--- src/rtl/frame_scan_pkg.sv ---
// Shared types and constants for the 3x3 filter frame-scan controller.
package frame_scan_pkg;

    typedef enum logic [2:0] {
        IDLE  = 3'd0,
        PRIME = 3'd1,
        RUN   = 3'd2,
        FLUSH = 3'd3,
        DRAIN = 3'd4,
        DONE  = 3'd5
    } scan_state_e;

    localparam int BRD_TOP   = 3;
    localparam int BRD_BOT   = 2;
    localparam int BRD_LEFT  = 1;
    localparam int BRD_RIGHT = 0;

    function automatic int frame_pixels(input int w, input int h);
        return w * h;
    endfunction

    // Reads needed before the first 3x3 window centre is complete.
    function automatic int lead_count(input int w);
        return w + 1;
    endfunction

endpackage

--- src/rtl/frame_scan_ctrl_pipe.sv ---
// scan_delay_pipe: enable-gated shift register carrying {valid, addr} through DEPTH stages.
module scan_delay_pipe #(
    parameter int DEPTH  = 3,
    parameter int ADDR_W = 16
) (
    input  logic              clk,
    input  logic              rst,
    input  logic              en,
    input  logic              in_valid,
    input  logic [ADDR_W-1:0] in_addr,
    output logic              out_valid,
    output logic [ADDR_W-1:0] out_addr
);

    logic [DEPTH-1:0]  valid_r;
    logic [ADDR_W-1:0] addr_r [DEPTH];

    // Shift stage contents forward only on enabled cycles.
    always_ff @(posedge clk) begin
        if (rst) begin
            for (int i = 0; i < DEPTH; i++) begin
                valid_r[i] <= 1'b0;
                addr_r[i]  <= {ADDR_W{1'b0}};
            end
        end else if (en) begin
            valid_r[0] <= in_valid;
            addr_r[0]  <= in_addr;
            for (int i = 1; i < DEPTH; i++) begin
                valid_r[i] <= valid_r[i-1];
                addr_r[i]  <= addr_r[i-1];
            end
        end
    end

    assign out_valid = valid_r[DEPTH-1];
    assign out_addr  = addr_r[DEPTH-1];

endmodule

--- src/rtl/frame_scan_ctrl.sv ---
// Raster-scan sequencer for the 3x3 filter: read addresses, window flags and write strobes.
// Optional SCAN_STATS_EN adds stall_cycles and frame_count outputs.
module frame_scan_ctrl
    import frame_scan_pkg::*;
#(
    parameter int IMG_W      = 256,
    parameter int IMG_H      = 256,
    parameter int ADDR_W     = 16,
    parameter int FILTER_LAT = 3
) (
    input  logic              clk,
    input  logic              rst,
    input  logic              start,
    input  logic              out_ready,
    output logic              busy,
    output logic              done,
    output logic              rd_en,
    output logic [ADDR_W-1:0] rd_addr,
    output logic              act,
    output logic              win_valid,
    output logic [3:0]        win_border,
    output logic              wr_en,
`ifdef SCAN_STATS_EN
    output logic [31:0]       stall_cycles,
    output logic [15:0]       frame_count,
`endif
    output logic [ADDR_W-1:0] wr_addr
);

    localparam int P    = frame_pixels(IMG_W, IMG_H);
    localparam int LEAD = lead_count(IMG_W);
    localparam int XW   = $clog2(IMG_W);
    localparam int YW   = $clog2(IMG_H);
    localparam int DW   = (FILTER_LAT > 1) ? $clog2(FILTER_LAT) : 1;

    localparam logic [ADDR_W-1:0] P_LAST    = ADDR_W'(P - 1);
    localparam logic [ADDR_W-1:0] LEAD_LAST = ADDR_W'(LEAD - 1);
    localparam logic [XW-1:0]     X_LAST    = XW'(IMG_W - 1);
    localparam logic [YW-1:0]     Y_LAST    = YW'(IMG_H - 1);
    localparam logic [DW-1:0]     D_LAST    = DW'(FILTER_LAT - 1);

    scan_state_e       state_r;
    logic [ADDR_W-1:0] rd_ptr_r;
    logic [ADDR_W-1:0] cen_r;
    logic [XW-1:0]     cx_r;
    logic [YW-1:0]     cy_r;
    logic [DW-1:0]     drain_r;

    logic              act_s;
    logic              centre_s;
    logic [3:0]        border_s;
    logic              pipe_valid_s;
    logic [ADDR_W-1:0] pipe_addr_s;

    // Decide whether this cycle advances the scan and whether it emits a centre.
    always_comb begin
        act_s    = 1'b0;
        centre_s = 1'b0;
        border_s = 4'b0000;
        if (out_ready) begin
            case (state_r)
                PRIME, RUN, FLUSH, DRAIN: act_s = 1'b1;
                default:                  act_s = 1'b0;
            endcase
        end else begin
            act_s = 1'b0;
        end
        if (act_s && ((state_r == RUN) || (state_r == FLUSH))) begin
            centre_s = 1'b1;
        end else begin
            centre_s = 1'b0;
        end
        border_s[BRD_TOP]   = (cy_r == {YW{1'b0}});
        border_s[BRD_BOT]   = (cy_r == Y_LAST);
        border_s[BRD_LEFT]  = (cx_r == {XW{1'b0}});
        border_s[BRD_RIGHT] = (cx_r == X_LAST);
    end

    scan_delay_pipe #(
        .DEPTH  (FILTER_LAT),
        .ADDR_W (ADDR_W)
    ) u_pipe (
        .clk       (clk),
        .rst       (rst),
        .en        (act_s),
        .in_valid  (centre_s),
        .in_addr   (cen_r),
        .out_valid (pipe_valid_s),
        .out_addr  (pipe_addr_s)
    );

    // Scan FSM with counters and registered outputs.
    always_ff @(posedge clk) begin
        if (rst) begin
            state_r    <= IDLE;
            rd_ptr_r   <= {ADDR_W{1'b0}};
            cen_r      <= {ADDR_W{1'b0}};
            cx_r       <= {XW{1'b0}};
            cy_r       <= {YW{1'b0}};
            drain_r    <= {DW{1'b0}};
            busy       <= 1'b0;
            done       <= 1'b0;
            rd_en      <= 1'b0;
            rd_addr    <= {ADDR_W{1'b0}};
            act        <= 1'b0;
            win_valid  <= 1'b0;
            win_border <= 4'b0000;
            wr_en      <= 1'b0;
            wr_addr    <= {ADDR_W{1'b0}};
        end else begin
            busy       <= (state_r != IDLE);
            done       <= 1'b0;
            rd_en      <= 1'b0;
            act        <= act_s;
            win_valid  <= centre_s;
            win_border <= centre_s ? border_s : 4'b0000;
            wr_en      <= act_s && pipe_valid_s;
            if (act_s && pipe_valid_s) begin
                wr_addr <= pipe_addr_s;
            end

            if (centre_s) begin
                cen_r <= cen_r + ADDR_W'(1);
                if (cx_r == X_LAST) begin
                    cx_r <= {XW{1'b0}};
                    cy_r <= (cy_r == Y_LAST) ? {YW{1'b0}} : cy_r + YW'(1);
                end else begin
                    cx_r <= cx_r + XW'(1);
                end
            end

            case (state_r)
                IDLE: begin
                    if (start) begin
                        state_r  <= PRIME;
                        rd_ptr_r <= {ADDR_W{1'b0}};
                        cen_r    <= {ADDR_W{1'b0}};
                        cx_r     <= {XW{1'b0}};
                        cy_r     <= {YW{1'b0}};
                        drain_r  <= {DW{1'b0}};
                    end
                end
                PRIME: begin
                    if (out_ready) begin
                        rd_en    <= 1'b1;
                        rd_addr  <= rd_ptr_r;
                        rd_ptr_r <= rd_ptr_r + ADDR_W'(1);
                        if (rd_ptr_r == LEAD_LAST) begin
                            state_r <= RUN;
                        end
                    end
                end
                RUN: begin
                    if (out_ready) begin
                        rd_en    <= 1'b1;
                        rd_addr  <= rd_ptr_r;
                        rd_ptr_r <= rd_ptr_r + ADDR_W'(1);
                        if (rd_ptr_r == P_LAST) begin
                            state_r <= FLUSH;
                        end
                    end
                end
                FLUSH: begin
                    if (out_ready && (cen_r == P_LAST)) begin
                        state_r <= DRAIN;
                        drain_r <= {DW{1'b0}};
                    end
                end
                DRAIN: begin
                    if (out_ready) begin
                        if (drain_r == D_LAST) begin
                            state_r <= DONE;
                        end else begin
                            drain_r <= drain_r + DW'(1);
                        end
                    end
                end
                DONE: begin
                    if (out_ready) begin
                        done    <= 1'b1;
                        state_r <= IDLE;
                    end
                end
                default: state_r <= IDLE;
            endcase
        end
    end

`ifdef SCAN_STATS_EN
    // Stall and completed-frame statistics.
    always_ff @(posedge clk) begin
        if (rst) begin
            stall_cycles <= 32'd0;
            frame_count  <= 16'd0;
        end else begin
            if ((state_r == IDLE) && start) begin
                stall_cycles <= 32'd0;
            end else if ((state_r != IDLE) && !out_ready && (stall_cycles != 32'hFFFF_FFFF)) begin
                stall_cycles <= stall_cycles + 32'd1;
            end
            if ((state_r == DONE) && out_ready) begin
                frame_count <= frame_count + 16'd1;
            end
        end
    end
`endif

endmodule
--- config.mk ---
export PLATFORM = sky130hd
export DESIGN_NAME = frame_scan_ctrl
export DESIGN_NICKNAME = d
export VERILOG_FILES = /design/src/rtl/frame_scan_pkg.sv /design/src/rtl/frame_scan_ctrl_pipe.sv /design/src/rtl/frame_scan_ctrl.sv
export SDC_FILE = /design/constraint.sdc
export NUM_CORES = 1
export LEC_CHECK = 0
export ABC_AREA = 1
export ABC_CLOCK_PERIOD_IN_PS = 4410
export BUFFER_PORTS_ARGS = -buffer_cell sky130_fd_sc_hd__buf_4
export CORE_ASPECT_RATIO = 1.1
export CORE_MARGIN = 3
export CORE_UTILIZATION = 60
export CTS_BUF_LIST = sky130_fd_sc_hd__clkbuf_16
export CTS_CLUSTER_SIZE = 10
export DETAILED_ROUTE_END_ITERATION = 10
export PLACE_DENSITY = 0.79
export SYNTH_ARGS = -nofsm -noshare
export SYNTH_HDL_FRONTEND = slang
export SYNTH_HIERARCHICAL = 1
export SYNTH_SLANG_ARGS = --single-unit
--- constraint.sdc ---
create_clock -name clk -period 4.41 [get_ports clk]
set_input_delay 0.882 -clock clk [delete_from_list [all_inputs] [get_ports clk]]
set_output_delay 0.882 -clock clk [all_outputs]
set_load 0.005 [all_outputs]
# Word level (Yosys, flattened, before mapping)
# Memories as Yosys holds them, arrays and structs flattened. A register that Yosys moved wholly into a read port is not among the register bits.
# Cells that the tools add are included.
# op_classes
addsub	5
n_mul	0
div	0
n_lt_le_gt_ge	0
n_eq_ne	22
shifts	0
n_mux	42
bitwise	6
n_reduce_logical	19
# op_table
op	n
two-way mux 16 bit	8
two-way mux 8 bit	9
adder 16 x 1 -> 16 bit (second input constant)	2
equality test 16 bit (second input constant)	2
case mux 16 bit (2 select lines)	1
two-way mux 3 bit	9
case mux 3 bit (6 select lines)	1
adder 8 x 1 -> 8 bit (second input constant)	2
equality test 16 x 9 -> 1 bit (second input constant)	1
equality test 8 bit (second input constant)	2
logical NOT 8 bit	2
!= test 2 bit (second input constant)	8
two-way mux 1 bit	9
AND reduction 9 bit	1
two-way mux 2 bit	4
OR reduction 2 bit	4
equality test 3 x 2 -> 1 bit (second input constant)	2
equality test 3 bit (second input constant)	2
!= test 2 x 1 -> 1 bit (second input constant)	3
case mux 2 bit (3 select lines)	1
nonzero test 3 bit	2
AND reduction 5 bit	1
OR reduction 4 bit	1
equality test 3 x 1 -> 1 bit (second input constant)	1
other kinds (10)	16
# totals
regBits	82
latch_bits	0
mem_bits_rw	48
rom_bits	0
in_bits	4
output_inout_bits	42
memories	1
# memory_table
memory	words	width	rd	rd_clocked_by_memory_dff	write_ports	line	rtl
u_pipe.addr_r	3	16	3	1	3	frame_scan_ctrl_pipe.sv:16	logic [ADDR_W-1:0] addr_r [DEPTH];

# Depth between registers and ports, before layout
# logic_depth
word_depth	9
ltp_mapped	11
depth_no_buf	11

# Modules after synthesis
# The synthesis kept the hierarchy.
# modules_own_cells
mod	instances	cells_per_inst	area_each_um2	seq_area_each_um2
frame_scan_ctrl	1	606	4311.6	1901.8
scan_delay_pipe	1	181	2245.9	1501.4

# Worst setup path after synthesis
# No wires, ideal clock.
# synth_timing
path_type	input-to-reg
start	input port out_ready
end	memory u_pipe.addr_r[0][0], enable pin
setup_time_ps	402
arrival_time_ps	2211
required_ps	4008
path_slack_ps	1797
stages	6
path_buffers	0
path_cell_list	inv_1 > nor2_1 > nand2_1 > inv_2 > nor2_1 > inv_1
# synth_rtl
element	line	rtl
start, declared	frame_scan_ctrl.sv:14	input logic out_ready,
end, declared	frame_scan_ctrl_pipe.sv:16	

==> flow_summary.json <==
{
  "worst_path_most_repeated_cell": "nor2_1",
  "grtUsageTotal": 0.210,
  "synth_edf_count": 48,
  "max_slew_margin": 0.381,
  "syn_area_per_cell_um2": 8.33,
  "cts_tree": "done",
  "worstPathCellList": "nor2_4 -> nand2_4 -> inv_1 -> nor2_1 -> nand2_1 -> inv_2 -> nand2_2 -> buf_4 -> nor2_1",
  "leakagePower_uw": 0.00286,
  "status": "finished clean",
  "use_met3": 0.0446,
  "clk_path_buf_depth": 2,
  "required_ps": 4570,
  "clk_pin_slew_ps": 60,
  "fin_nets": 830,
  "finalCritPeriodShare": 0.575,
  "ctsHoldBuffers": 0,
  "tightest_slew_ps": 926,
  "hpwl_mm": 8.42,
  "drive_gt1_frac": 0.155,
  "setup_viol": 0,
  "p_per_area_mw_per_mm2": 532,
  "hp-class": "flop to flop",
  "root_buffer": "clkbuf_16",
  "first_pass_iters": 5,
  "fmaxAchievable_mhz": 394,
  "dieArea_mm2": 0.0122,
  "crit_type": "flop to flop",
  "peakVddDrop_v": 0.000258,
  "top_usage_layer": "met2",
  "coreArea_mm2": 0.0105,
  "cts-htree-levels": 4,
  "max_stage_delay_ps": 680,
  "yosysWarnings": 6,
  "crit_slowest_cell": "nand2_2",
  "routedWlPerCell_um": 12.6,
  "rr_worst_depth": 9,
  "synthToLayoutAreaGrowth_pct": 12.9,
  "die_x_um": 106,
  "syn-cell-area_mm2": 0.00656,
  "cp-end-kind": "flop",
  "slew_viol_final": 0,
  "grt_max_degree": 49,
  "synthCells": 787,
  "via_per_inst": 5.18,
  "vias": 5050,
  "grt_remaining_overflow": 0,
  "grt_pass1_vias": 4829,
  "antenna_found_initial": 0,
  "n_antenna_cell": 0,
  "period_needed_ps": 2540,
  "ff2ff_setup_slack_ps": 1870,
  "startpoint": "state_r[1]",
  "ys_seq_elements": 146,
  "syn-num-nets": 799,
  "cts_buffers": 17,
  "port_buffers": 45,
  "fin_skew_ps": 5.62,
  "design_area_mm2": 0.00741,
  "worstSetupEndpoint": "u_pipe/addr_r[0][18]",
  "num_io_pins": 46,
  "drc": 0,
  "grt_pass1_wl_mm": 20.9,
  "rr_startpoint": "state_r[1]",
  "yosysSeqAreaShare": 0.519,
  "critical_path.max_fanout": 36,
  "start_util": 0.622,
  "cp-start-kind": "flop",
  "die_h_um": 116,
  "rsz0062_at_grt": "false",
  "cts_setup_buffers": 0,
  "clock_sinks": 146,
  "wirelength_mm": 12.2,
  "rows": 39,
  "r2r_end": "u_pipe/addr_r[0][18]",
  "hold_viol": 0,
  "synth_cell_type_count": 38,
  "fin_setup_tns_ps": 0,
  "ys.flop_type": "dfxtp_1",
  "drt_iter0_markers": 334,
  "place_area_mm2": 0.00683,
  "maxCapViolCount": 0,
  "cts_resized": 0,
  "use_met2": 0.367,
  "postRouteAntennaNets": 0,
  "gp_congestion": 0.852,
  "async_reset_ff_frac": 0,
  "clk_latency_ps": 420,
  "grt_use_met1": 0.255,
  "critPathArrivalTime_ps": 2700
}
-- cells by family after synthesis --
group / synth area share
AOI/OAI and AO/OA: 0.0809
adders and majority gates: 0.0153
DFF: 0.519
and+or+nand+nor: 0.274
xor gates and xnor gates: 0.00534
buffers and inverters: 0.106
-- state kept, by name, summed over array words and instances, names as in the netlist, 4 cells and up --
| register | cells |
|---|---|
| wr_addr | 16 |
| rd_ptr_r | 16 |
| rd_addr | 16 |
| win_border | 4 |
| cen_r | 16 |
| cx_r | 8 |
| cy_r | 8 |
| u_pipe/addr_r | 48 |
-- cells in the mapped netlist (5+ instances only) --
cell type / count / share of area
nor2_1: 168 / 0.096
nand2_1: 109 / 0.062
inv_1: 107 / 0.061
dfxtp_1: 98 / 0.30
o21ai_0: 51 / 0.039
edfxtp_1: 48 / 0.22
a21oi_1: 39 / 0.030
nand3_1: 33 / 0.025
nor2_4: 21 / 0.036
buf_4: 16 / 0.018
nor3_1: 15 / 0.011
buf_2: 8 / 0.0061
ha_1: 8 / 0.015
nand4_1: 7 / 0.0067
clkbuf_1: 6 / 0.0034
inv_2: 5 / 0.0029
nor2_2: 5 / 0.0048
nor3_2: 5 / 0.0076
-- power by group --
group / leakage [µW] / switching, µW / internal (µW)
Combinational: 0.00127 / 601 / 274
Sequential: 0.00130 / 90.8 / 1600
Clock: 0.000283 / 565 / 814
Total: 0.00286 / 1260 / 2680
-- critical path, delay by kind of cell (launching register included) --
| family | cells | cell delay (ps) |
|---|---|---|
| and+or+nand+nor | 6 | 1200 |
| buffers and inverters | 3 | 640 |
| DFF | 1 | 410 |
-- area by class of cell --
cell class              count  area, µm²
clock buffers              18        450
fillers                   806       3130
clock inverters            14        124
repair buffers             48        360
well taps                 143        179
inverters                 113        427
flip-flops and latches    146       3400
multi-input cells         492       2460
-- through the flow --
step / utilization / hold slack, ps / worst slack [ps] / std cells / total power, µW
5_1_grt: 0.703 / 482 / 1660 / 974 / 4150
2_1_floorplan: - / 419 / 1800 / 787 / 2430
3_5_place_dp: 0.648 / 442 / 1560 / 942 / 2580
6_report: 0.703 / 455 / 1870 / 974 / 3940
4_1_cts: 0.703 / 457 / 1870 / 974 / 3960
3_3_place_gp: 0.648 / 427 / 1640 / 942 / 2550
-- worst min-delay path by stage --
stage                     slack, ps           endpoint         startpoint  cells past startpoint
after global placement          430  u_pipe/valid_r[1]  u_pipe/valid_r[1]                      2
final                           450  u_pipe/valid_r[1]  u_pipe/valid_r[1]                      2
after floorplan                 420  u_pipe/valid_r[1]  u_pipe/valid_r[1]                      2
after global routing            480  u_pipe/valid_r[0]  u_pipe/valid_r[0]                      2
after CTS                       460  u_pipe/valid_r[1]  u_pipe/valid_r[1]                      2
after detailed placement        440  u_pipe/valid_r[1]  u_pipe/valid_r[1]                      2
-- layout by cell type (no fill, tap or decap), types with 7 or more instances in the layout --
master     count
nor2_1       168
inv_1        108
nand2_1      108
dfxtp_1       98
o21ai_0       51
buf_4         48
edfxtp_1      48
a21oi_1       39
nand3_1       33
nor2_4        21
clkbuf_16     18
nor3_1        15
ha_1           8
nand4_1        7
-- metal layers --
metal	part of all wire	vias up
li1	-	2544
met4	0.020	0
met3	0.050	21
met1	0.44	2340
met5	0	-
met2	0.49	145
(Power assumes the default switching activity.)
